$ cat src/rtl/load_store_unit.sv
// Load/store unit: turns decoded memory ops into a single word-wide memory access and returns
// extended load data or a fault. Optional macro LSU_LOAD_RESP_BYPASS_EN forwards load data from WAIT.
module load_store_unit #(
  parameter int unsigned DATA_WIDTH    = 32,
  parameter int unsigned ADDR_WIDTH    = 32,
  parameter int unsigned REG_NUM_WIDTH = 5
) (
  input  logic                     clk,
  input  logic                     rst,
  input  logic                     req_valid,
  output logic                     req_ready,
  input  logic                     req_is_load,
  input  logic                     req_is_store,
  input  logic [2:0]               req_funct3,
  input  logic [ADDR_WIDTH-1:0]    req_addr,
  input  logic [DATA_WIDTH-1:0]    req_wdata,
  input  logic [REG_NUM_WIDTH-1:0] req_rd,
  output logic                     mem_req_valid,
  input  logic                     mem_req_ready,
  output logic                     mem_we,
  output logic [ADDR_WIDTH-1:0]    mem_addr,
  output logic [3:0]               mem_be,
  output logic [DATA_WIDTH-1:0]    mem_wdata,
  input  logic                     mem_rsp_valid,
  input  logic [DATA_WIDTH-1:0]    mem_rdata,
  output logic                     resp_valid,
  input  logic                     resp_ready,
  output logic                     resp_is_load,
  output logic [REG_NUM_WIDTH-1:0] resp_rd,
  output logic [DATA_WIDTH-1:0]    resp_data,
  output logic                     resp_fault
);

  typedef enum logic [1:0] {StIdle, StReq, StWait, StResp} state_e;

  state_e state_q, state_d;

  logic                     is_load_q;
  logic [2:0]               funct3_q;
  logic [ADDR_WIDTH-1:0]    addr_q;
  logic [DATA_WIDTH-1:0]    wdata_q;
  logic [REG_NUM_WIDTH-1:0] rd_q;
  logic                     fault_q;
  logic [DATA_WIDTH-1:0]    data_q;

  logic                  accept;
  logic                  illegal;
  logic                  misaligned;
  logic                  fault_now;
  logic [3:0]            store_be;
  logic [DATA_WIDTH-1:0] store_wdata;
  logic [DATA_WIDTH-1:0] shifted;
  logic [DATA_WIDTH-1:0] load_data;

  // Ops with neither or both direction flags are silently dropped.
  assign accept = (state_q == StIdle) && req_valid && (req_is_load ^ req_is_store);

  always_comb begin
    if (req_is_load) begin
      illegal = (req_funct3 == 3'b011) || (req_funct3 == 3'b110) || (req_funct3 == 3'b111);
    end else begin
      illegal = req_funct3[2] || (req_funct3[1:0] == 2'b11);
    end
    misaligned = ((req_funct3[1:0] == 2'b01) && req_addr[0]) ||
                 ((req_funct3[1:0] == 2'b10) && (req_addr[1:0] != 2'b00));
    fault_now  = illegal || misaligned;
  end

  always_comb begin
    store_be    = 4'b1111;
    store_wdata = wdata_q;
    case (funct3_q[1:0])
      2'b00: begin
        store_be    = 4'b0001 << addr_q[1:0];
        store_wdata = {(DATA_WIDTH/8){wdata_q[7:0]}};
      end
      2'b01: begin
        store_be    = 4'b0011 << {addr_q[1], 1'b0};
        store_wdata = {(DATA_WIDTH/16){wdata_q[15:0]}};
      end
      default: ;
    endcase
  end

  always_comb begin
    shifted = mem_rdata >> {addr_q[1:0], 3'b000};
    case (funct3_q)
      3'b000:  load_data = {{(DATA_WIDTH-8){shifted[7]}}, shifted[7:0]};
      3'b001:  load_data = {{(DATA_WIDTH-16){shifted[15]}}, shifted[15:0]};
      3'b100:  load_data = {{(DATA_WIDTH-8){1'b0}}, shifted[7:0]};
      3'b101:  load_data = {{(DATA_WIDTH-16){1'b0}}, shifted[15:0]};
      default: load_data = shifted;
    endcase
  end

  always_ff @(posedge clk) begin
    if (rst) begin
      state_q <= StIdle;
    end else begin
      state_q <= state_d;
    end
  end

  always_comb begin
    state_d = state_q;
    unique case (state_q)
      StIdle: if (accept) state_d = fault_now ? StResp : StReq;
      StReq:  if (mem_req_ready) state_d = is_load_q ? StWait : StResp;
      StWait: begin
        if (mem_rsp_valid) begin
`ifdef LSU_LOAD_RESP_BYPASS_EN
          state_d = resp_ready ? StIdle : StResp;
`else
          state_d = StResp;
`endif
        end
      end
      StResp: if (resp_ready) state_d = StIdle;
      default: state_d = StIdle;
    endcase
  end

  always_ff @(posedge clk) begin
    if (rst) begin
      is_load_q <= 1'b0;
      funct3_q  <= '0;
      addr_q    <= '0;
      wdata_q   <= '0;
      rd_q      <= '0;
      fault_q   <= 1'b0;
      data_q    <= '0;
    end else if (accept) begin
      is_load_q <= req_is_load;
      funct3_q  <= req_funct3;
      addr_q    <= req_addr;
      wdata_q   <= req_wdata;
      rd_q      <= req_rd;
      fault_q   <= fault_now;
      data_q    <= '0;
    end else if ((state_q == StWait) && mem_rsp_valid) begin
      data_q <= load_data;
    end
  end

  always_comb begin
    req_ready     = 1'b0;
    mem_req_valid = 1'b0;
    mem_we        = 1'b0;
    mem_be        = '0;
    mem_wdata     = '0;
    mem_addr      = {addr_q[ADDR_WIDTH-1:2], 2'b00};
    resp_valid    = 1'b0;
    resp_is_load  = 1'b0;
    resp_rd       = '0;
    resp_data     = '0;
    resp_fault    = 1'b0;
    unique case (state_q)
      StIdle: req_ready = 1'b1;
      StReq: begin
        mem_req_valid = 1'b1;
        mem_we        = ~is_load_q;
        if (!is_load_q) begin
          mem_be    = store_be;
          mem_wdata = store_wdata;
        end
      end
      StWait: begin
`ifdef LSU_LOAD_RESP_BYPASS_EN
        if (mem_rsp_valid) begin
          resp_valid   = 1'b1;
          resp_is_load = 1'b1;
          resp_rd      = rd_q;
          resp_data    = load_data;
        end
`endif
      end
      StResp: begin
        resp_valid   = 1'b1;
        resp_is_load = is_load_q;
        resp_rd      = rd_q;
        resp_data    = data_q;
        resp_fault   = fault_q;
      end
      default: ;
    endcase
  end

endmodule

$ cat config.mk
export PLATFORM = sky130hd
export DESIGN_NAME = load_store_unit
export DESIGN_NICKNAME = d
export VERILOG_FILES = /design/src/rtl/load_store_unit.sv
export SDC_FILE = /design/constraint.sdc
export NUM_CORES = 1
export LEC_CHECK = 0
export ABC_AREA = 0
export CAP_MARGIN = 10
export CORE_UTILIZATION = 47
export CTS_CLUSTER_DIAMETER = 150
export DETAILED_ROUTE_END_ITERATION = 10
export MAX_ROUTING_LAYER = met4
export PLACE_DENSITY = 0.86
export SYNTH_ARGS = -nofsm -noshare
export SYNTH_HDL_FRONTEND = slang
export SYNTH_SLANG_ARGS = --single-unit
$ cat constraint.sdc
create_clock -name clk -period 3.2 [get_ports clk]
set_input_delay 0.64 -clock clk [delete_from_list [all_inputs] [get_ports clk]]
set_output_delay 0.64 -clock clk [all_outputs]
set_load 0.05 [all_outputs]
==> results.cfg, run 1 <==
[timing]
rsz0062_at_grt = false
timing.final.ws_setup_ps = 291
worstMarginPinSlew_ps = 761
fmax_ghz = 0.344
skew_ps = 7.43
timing.final.hold_violations = 0
setup_tns_ps = 0
slew_viol_final = 0
worst_slew_margin_rel = 0.492
min_period_ps = 2910
fin_crit_sh = 0.909
setup_viol = 0

[clock_network]
path_clk_slew_ps = 70
insertion_delay_ps = 350
postCtsHoldBufs = 0
clock-root-buffer = clkbuf_16
cts_tree = done
htreeDepth = 3
cts_buffers = 9
clock_path_buffers = 2
postCtsSetupBuffers = 0
clock-sinks = 108
cts_resized = 0

[power_and_ir_drop]
power_density_nw_per_um2 = 556
vdd_drop_max_mv = 0.351
power_mw = 4.32
cellLeakagePower_nw = 2.92

[floorplanning]
initial_core_util = 0.483
ios = 223
std_cell_rows = 39
die_x_um = 110
core_um2 = 11400
design.die.area_um2 = 12200
fp.dieH_um = 110

[setup_path]
path_cells = nor2_1 > nand2_1 > a21oi_1 > buf_12
slowest_delay_ps = 700
r2r_cells = 5
r2r_start = funct3_q[1]$_SDFFE_PP0P_
crit_path_start_kind = flop
cp_max_fo = 17
critPathKind = reg2out
required_ps = 2560
end_kind = output pin
reg2reg_slack_ps = 1160
r2r-end = data_q[30]$_SDFFE_PP0P_
crit_arrival_ps = 2270
slowest_stage = nor2_1

[routing]
vias_per_cell = 5.23
drt_iter0_drc = 257
drcViolationCount = 0
drt-total-wl_mm = 16.3
dr_total_vias = 5410
antenna_left = 0
wl_per_cell_um = 15.8
first_pass_iters = 5

[synthesis]
synthCells = 725
ys_seq_elements = 108
synth_flop_cell = dfxtp_1
synth_fa_ha_area_frac = 0.0114
synthArstFlopShare = 0
yosysSeqAreaShare = 0.392
post_synth_mux_area_share = 0.0815
synth-simple-area-share = 0.237
netlist_area_um2 = 5510
synth-edff-count = 0
synth_top_family_by_area = simple AND/OR/NAND/NOR gates
yosysUniqueCellTypes = 39
synth_xor_xnor_area_share = 0.00159
syn_area_per_cell_um2 = 7.60
synth_top_area_cell = dfxtp_1
netlist_top_cells_area = dfxtp_1 39%, nand2_1 13%, a21oi_1 11%, and2_1 5.7%, mux2i_1 5.6%
synth_compound_area_frac = 0.186
yosys.area.top_type_share = 0.392
yosysWarnings = 0

[placed_design]
dp.final_hpwl_mm = 11.8
placed_cells = 1017
dp_slack_ps = 732
numPortBuffers = 220
gp_congestion = 0.880

[finish]
area_delta_synth_final_pct = 41.1
drive_gt1_frac = 0.139
final_core_util = 0.681
fin_nets = 1002
layout.cells.non_filler = 1034

[global_route]
grt_max_degree = 64
grt_pass1_wl_mm = 24.5
antenna_found_initial = 1
track_usage = 0.272
grt_overflow = 0
grt_pass1_vias = 4990

[worst_hold_path]
holdCritStartpoint = data_q[0]$_SDFFE_PP0P_
hold_path_end = data_q[0]$_SDFFE_PP0P_
holdPathStages = 2
hp-class = reg2reg

[outcome]
status = finished clean

[job]
maxCapViolCount = 0
-- critical path, delay by kind of cell, from the launching register on --
| kind | cells | cell delay, ps |
|---|---|---|
| AND/OR/NAND/NOR | 2 | 820 |
| flip-flops | 1 | 560 |
| AO/OA/AOI/OAI | 1 | 360 |
| buffers and inverters | 1 | 190 |
-- routing by layer --
| layer | track usage | routed length, um | up-vias |
|---|---|---|---|
| met5 | - | 0 | - |
| met4 | 0.129 | 555 | 0 |
| met3 | 0.0594 | 1330 | 40 |
| met2 | 0.441 | 7680 | 235 |
| met1 | 0.319 | 6760 | 2449 |
| li1 | - | - | 2686 |
-- flip-flops by register name, summed over array words and instances (netlist names) --
register and count:
wdata_q 32, state_q 2, funct3_q 3, fault_q 1, addr_q 32, data_q 32, rd_q 5, is_load_q 1
-- how the worst max path moves through the flow --
stage	from	end	slack, ps	depth (start not counted)
after floorplan	state_q[1]$_SDFFE_PP0P_	mem_be[0]	290	6
after global placement	funct3_q[0]$_SDFFE_PP0P_	mem_wdata[15]	730	4
after detailed placement	funct3_q[0]$_SDFFE_PP0P_	mem_wdata[13]	730	4
after CTS	funct3_q[0]$_SDFFE_PP0P_	mem_wdata[13]	330	4
after global routing	funct3_q[0]$_SDFFE_PP0P_	mem_wdata[15]	200	4
final	funct3_q[0]$_SDFFE_PP0P_	mem_wdata[15]	290	4
-- power breakdown --
part / switching [mW] / internal [mW]
clock: 0.525 / 0.641
combinational: 0.928 / 0.564
sequential: 0.134 / 1.53
-- layout make-up --
type / count / area (um2)
diodes: 1 / 2.50
clock buffers: 11 / 243
clock inverters: 5 / 67.6
fillers: 977 / 3650
inverters: 7 / 26.3
multi-input cells: 526 / 2860
flip-flops and latches: 108 / 2160
well taps: 143 / 179
repair buffers: 233 / 2230
-- cells in the mapped netlist, types with 2 or more instances --
library cell,count
a21oi_1,120
and2_1,50
buf_1,4
buf_2,16
buf_4,34
clkbuf_1,31
dfxtp_1,108
ha_1,5
inv_1,6
mux2_2,9
mux2i_1,31
nand2_1,192
nand2b_1,8
nor2_1,47
nor2b_1,2
o211ai_1,7
o21ai_0,12
o21ai_1,7
o221a_1,9
o2bb2ai_1,8
-- cells by family after synthesis --
| family | count (synthesis) |
|---|---|
| other cells | 1 |
| mux | 42 |
| simple gates | 304 |
| flops | 108 |
| buf+inv | 92 |
| compound gates | 172 |
| xor+xnor | 1 |
| fa+ha+maj | 5 |
-- cell usage in the layout (no fill, tap or decap), types with 10 or more instances in the layout --
cell             synthesis  final
clkdlybuf4s50_1          0    143
nor2_1                  47     47
buf_12                   0     10
nand2_1                192    191
o21ai_0                 12     12
buf_4                   34     79
dfxtp_1                108    108
a21oi_1                120    120
mux2i_1                 31     31
and2_1                  50     49
-- metrics by stage --
stage | hold slack, ps | area (um2)
global placement | 437 | 7460
detailed placement | 443 | 7460
finish | 452 | 7770
CTS | 453 | 7770
floorplan | 432 | 5510
global route | 471 | 7770
Note: power is estimated with default switching activity, not from simulation.
==> run 2, diff against run 1 <==
Clock period 3.2 ns to 3.6 ns, I/O delays scaled along.
==> run 2 against run 1 <==
Against the previous run: utilization grew 0.099 points; largest power group unchanged; non-clock buffer count shrank 1; global-route usage is essentially flat; worst hold slack gained 0.75 ps.
==> results.cfg, run 2 (synthesized netlist as in run 1, its figures left out) <==
[clock_network]
path_clk_slew_ps = 80
postCtsSetupBuffers = 0
postCtsHoldBufs = 0
htreeDepth = 3
cts_tree = done
cts_resized = 0
cts_buffers = 9
clock-root-buffer = clkbuf_16
clock-sinks = 108
clock_path_buffers = 2
insertion_delay_ps = 350

[timing]
skew_ps = 5.93
slew_viol_final = 0
setup_tns_ps = 0
min_period_ps = 3230
worst_slew_margin_rel = 0.485
worstMarginPinSlew_ps = 771
rsz0062_at_grt = false
fmax_ghz = 0.310
timing.final.hold_violations = 0
setup_viol = 0
fin_crit_sh = 0.897

[global_route]
track_usage = 0.272
grt_overflow = 0
antenna_found_initial = 0
grt_pass1_wl_mm = 24.5
grt_pass1_vias = 4979
grt_max_degree = 43

[power_and_ir_drop]
p_int_mw = 2.34
pwr-share-seq = 0.392
power_density_nw_per_um2 = 483
p_sw_mw = 1.42
cellLeakagePower_nw = 2.74
swShare = 0.379
p_clk_frac = 0.258
vdd_drop_max_mv = 0.290
combPwrFrac = 0.350

[setup_path]
path_cells = inv_1 > ha_1 > nand2b_1 > buf_4 > nor2_1 > clkdlybuf4s50_1
worst-path-buf-inv = 3
cp.depth = 6
slowest_delay_ps = 820
crit_start = state_q[1]$_SDFFE_PP0P_
slowest_stage = clkdlybuf4s50_1
critPathKind = reg2out
r2r_start = state_q[0]$_SDFFE_PP0P_
required_ps = 2880
crit_path_end = mem_wdata[31]
end_kind = output pin
crit_path_start_kind = flop
crit_family = buffers and inverters
cp_max_fo = 24
r2r_cells = 7
crit_arrival_ps = 2510
r2r-end = wdata_q[8]$_SDFFE_PP0P_
reg2reg_slack_ps = 1410

[floorplanning]
ios = 223
core_um2 = 11400
design.die.area_um2 = 12200
std_cell_rows = 39
die_x_um = 110
fp.dieH_um = 110
initial_core_util = 0.483

[routing]
drt-total-wl_mm = 16.0
first_pass_iters = 4
dr_total_vias = 5385
antenna_left = 0
drcViolationCount = 0
drt_iter0_drc = 345
vias_per_cell = 5.22
wl_per_cell_um = 15.5

[finish]
final_common_cell = clkdlybuf4s50_1
area_delta_synth_final_pct = 41.3
fin_nets = 1001
drive_gt1_frac = 0.0641
n_antenna_cell = 0
largestRegisters = addr_q (32), data_q (32), wdata_q (32)
nFillCells = 961
layout_common_cells = 210 x clkdlybuf4s50_1, 191 x nand2_1, 120 x a21oi_1
layout.cells.non_filler = 1032

[placed_design]
dp.final_hpwl_mm = 11.6
placed_cells = 1016
gp_congestion = 0.935
numPortBuffers = 220

[job]
maxCapViolCount = 0

[outcome]
status = finished clean

[worst_hold_path]
hp-class = reg2reg
-- run 2: changes by cell type in the layout (fill, tap and decap cells not counted), sizes merged, moves of 2 or more --
cell | before | now
clkbuf | 11 | 9
clkinvlp | 0 | 2
clkdlybuf4s50 | 143 | 210
buf | 90 | 22
inv | 9 | 12
clkinv | 2 | 0
-- run 2: worst reg2reg max path, stage by stage (launching register included) --
cell and delay, ps:
dfxtp_1 400, inv_1 110, ha_1 240, and2_1 200
nand2_2 440, buf_4 450, nand2_1 130, a21oi_1 160
-- run 2: area by class of cell --
type | instances | area [um2] | share of cell area
clock inverters | 7 | 63.8 | 0.00820
clock buffers | 9 | 225 | 0.0289
repair buffers | 232 | 2260 | 0.291
multi-input cells | 526 | 2860 | 0.368
well taps | 143 | 179 | 0.0230
inverters | 7 | 26.3 | 0.00338
flip-flops and latches | 108 | 2160 | 0.278
-- run 2: worst min path at each step --
stage / from / end / slack (ps) / cells past startpoint
2_1_floorplan: data_q[0]$_SDFFE_PP0P_ / data_q[0]$_SDFFE_PP0P_ / 430 / 2
3_3_place_gp: data_q[5]$_SDFFE_PP0P_ / data_q[5]$_SDFFE_PP0P_ / 440 / 2
3_5_place_dp: rd_q[3]$_SDFFE_PP0P_ / rd_q[3]$_SDFFE_PP0P_ / 440 / 2
4_1_cts: rd_q[3]$_SDFFE_PP0P_ / rd_q[3]$_SDFFE_PP0P_ / 450 / 2
5_1_grt: addr_q[27]$_SDFFE_PP0P_ / addr_q[27]$_SDFFE_PP0P_ / 480 / 2
6_report: addr_q[8]$_SDFFE_PP0P_ / addr_q[8]$_SDFFE_PP0P_ / 450 / 2
-- run 2: power by group through the flow --
stage,clock (mW),sequential (mW),combinational [mW]
2_1_floorplan,0,1.45,0.960
3_3_place_gp,0,1.49,1.30
3_5_place_dp,0,1.50,1.31
4_1_cts,0.991,1.47,1.32
5_1_grt,1.04,1.49,1.42
6_report,0.972,1.47,1.32
-- run 2: metal layers --
layer	global-route usage	share of wire	vias up
met1	0.326	0.41	2464
met4	0.105	0.023	0
met5	-	0	-
met3	0.0594	0.083	25
li1	-	-	2688
met2	0.446	0.48	208
-- run 2: through the flow --
step | util | hold slack, ps | power [mW] | area [um2] | setup WS, ps
2_1_floorplan | - | 432 | 2.41 | 5510 | 615
3_3_place_gp | 0.656 | 437 | 2.79 | 7490 | 797
3_5_place_dp | 0.656 | 443 | 2.81 | 7490 | 781
4_1_cts | 0.682 | 454 | 3.78 | 7780 | 367
5_1_grt | 0.682 | 475 | 3.96 | 7780 | 261
6_report | 0.682 | 453 | 3.76 | 7780 | 371
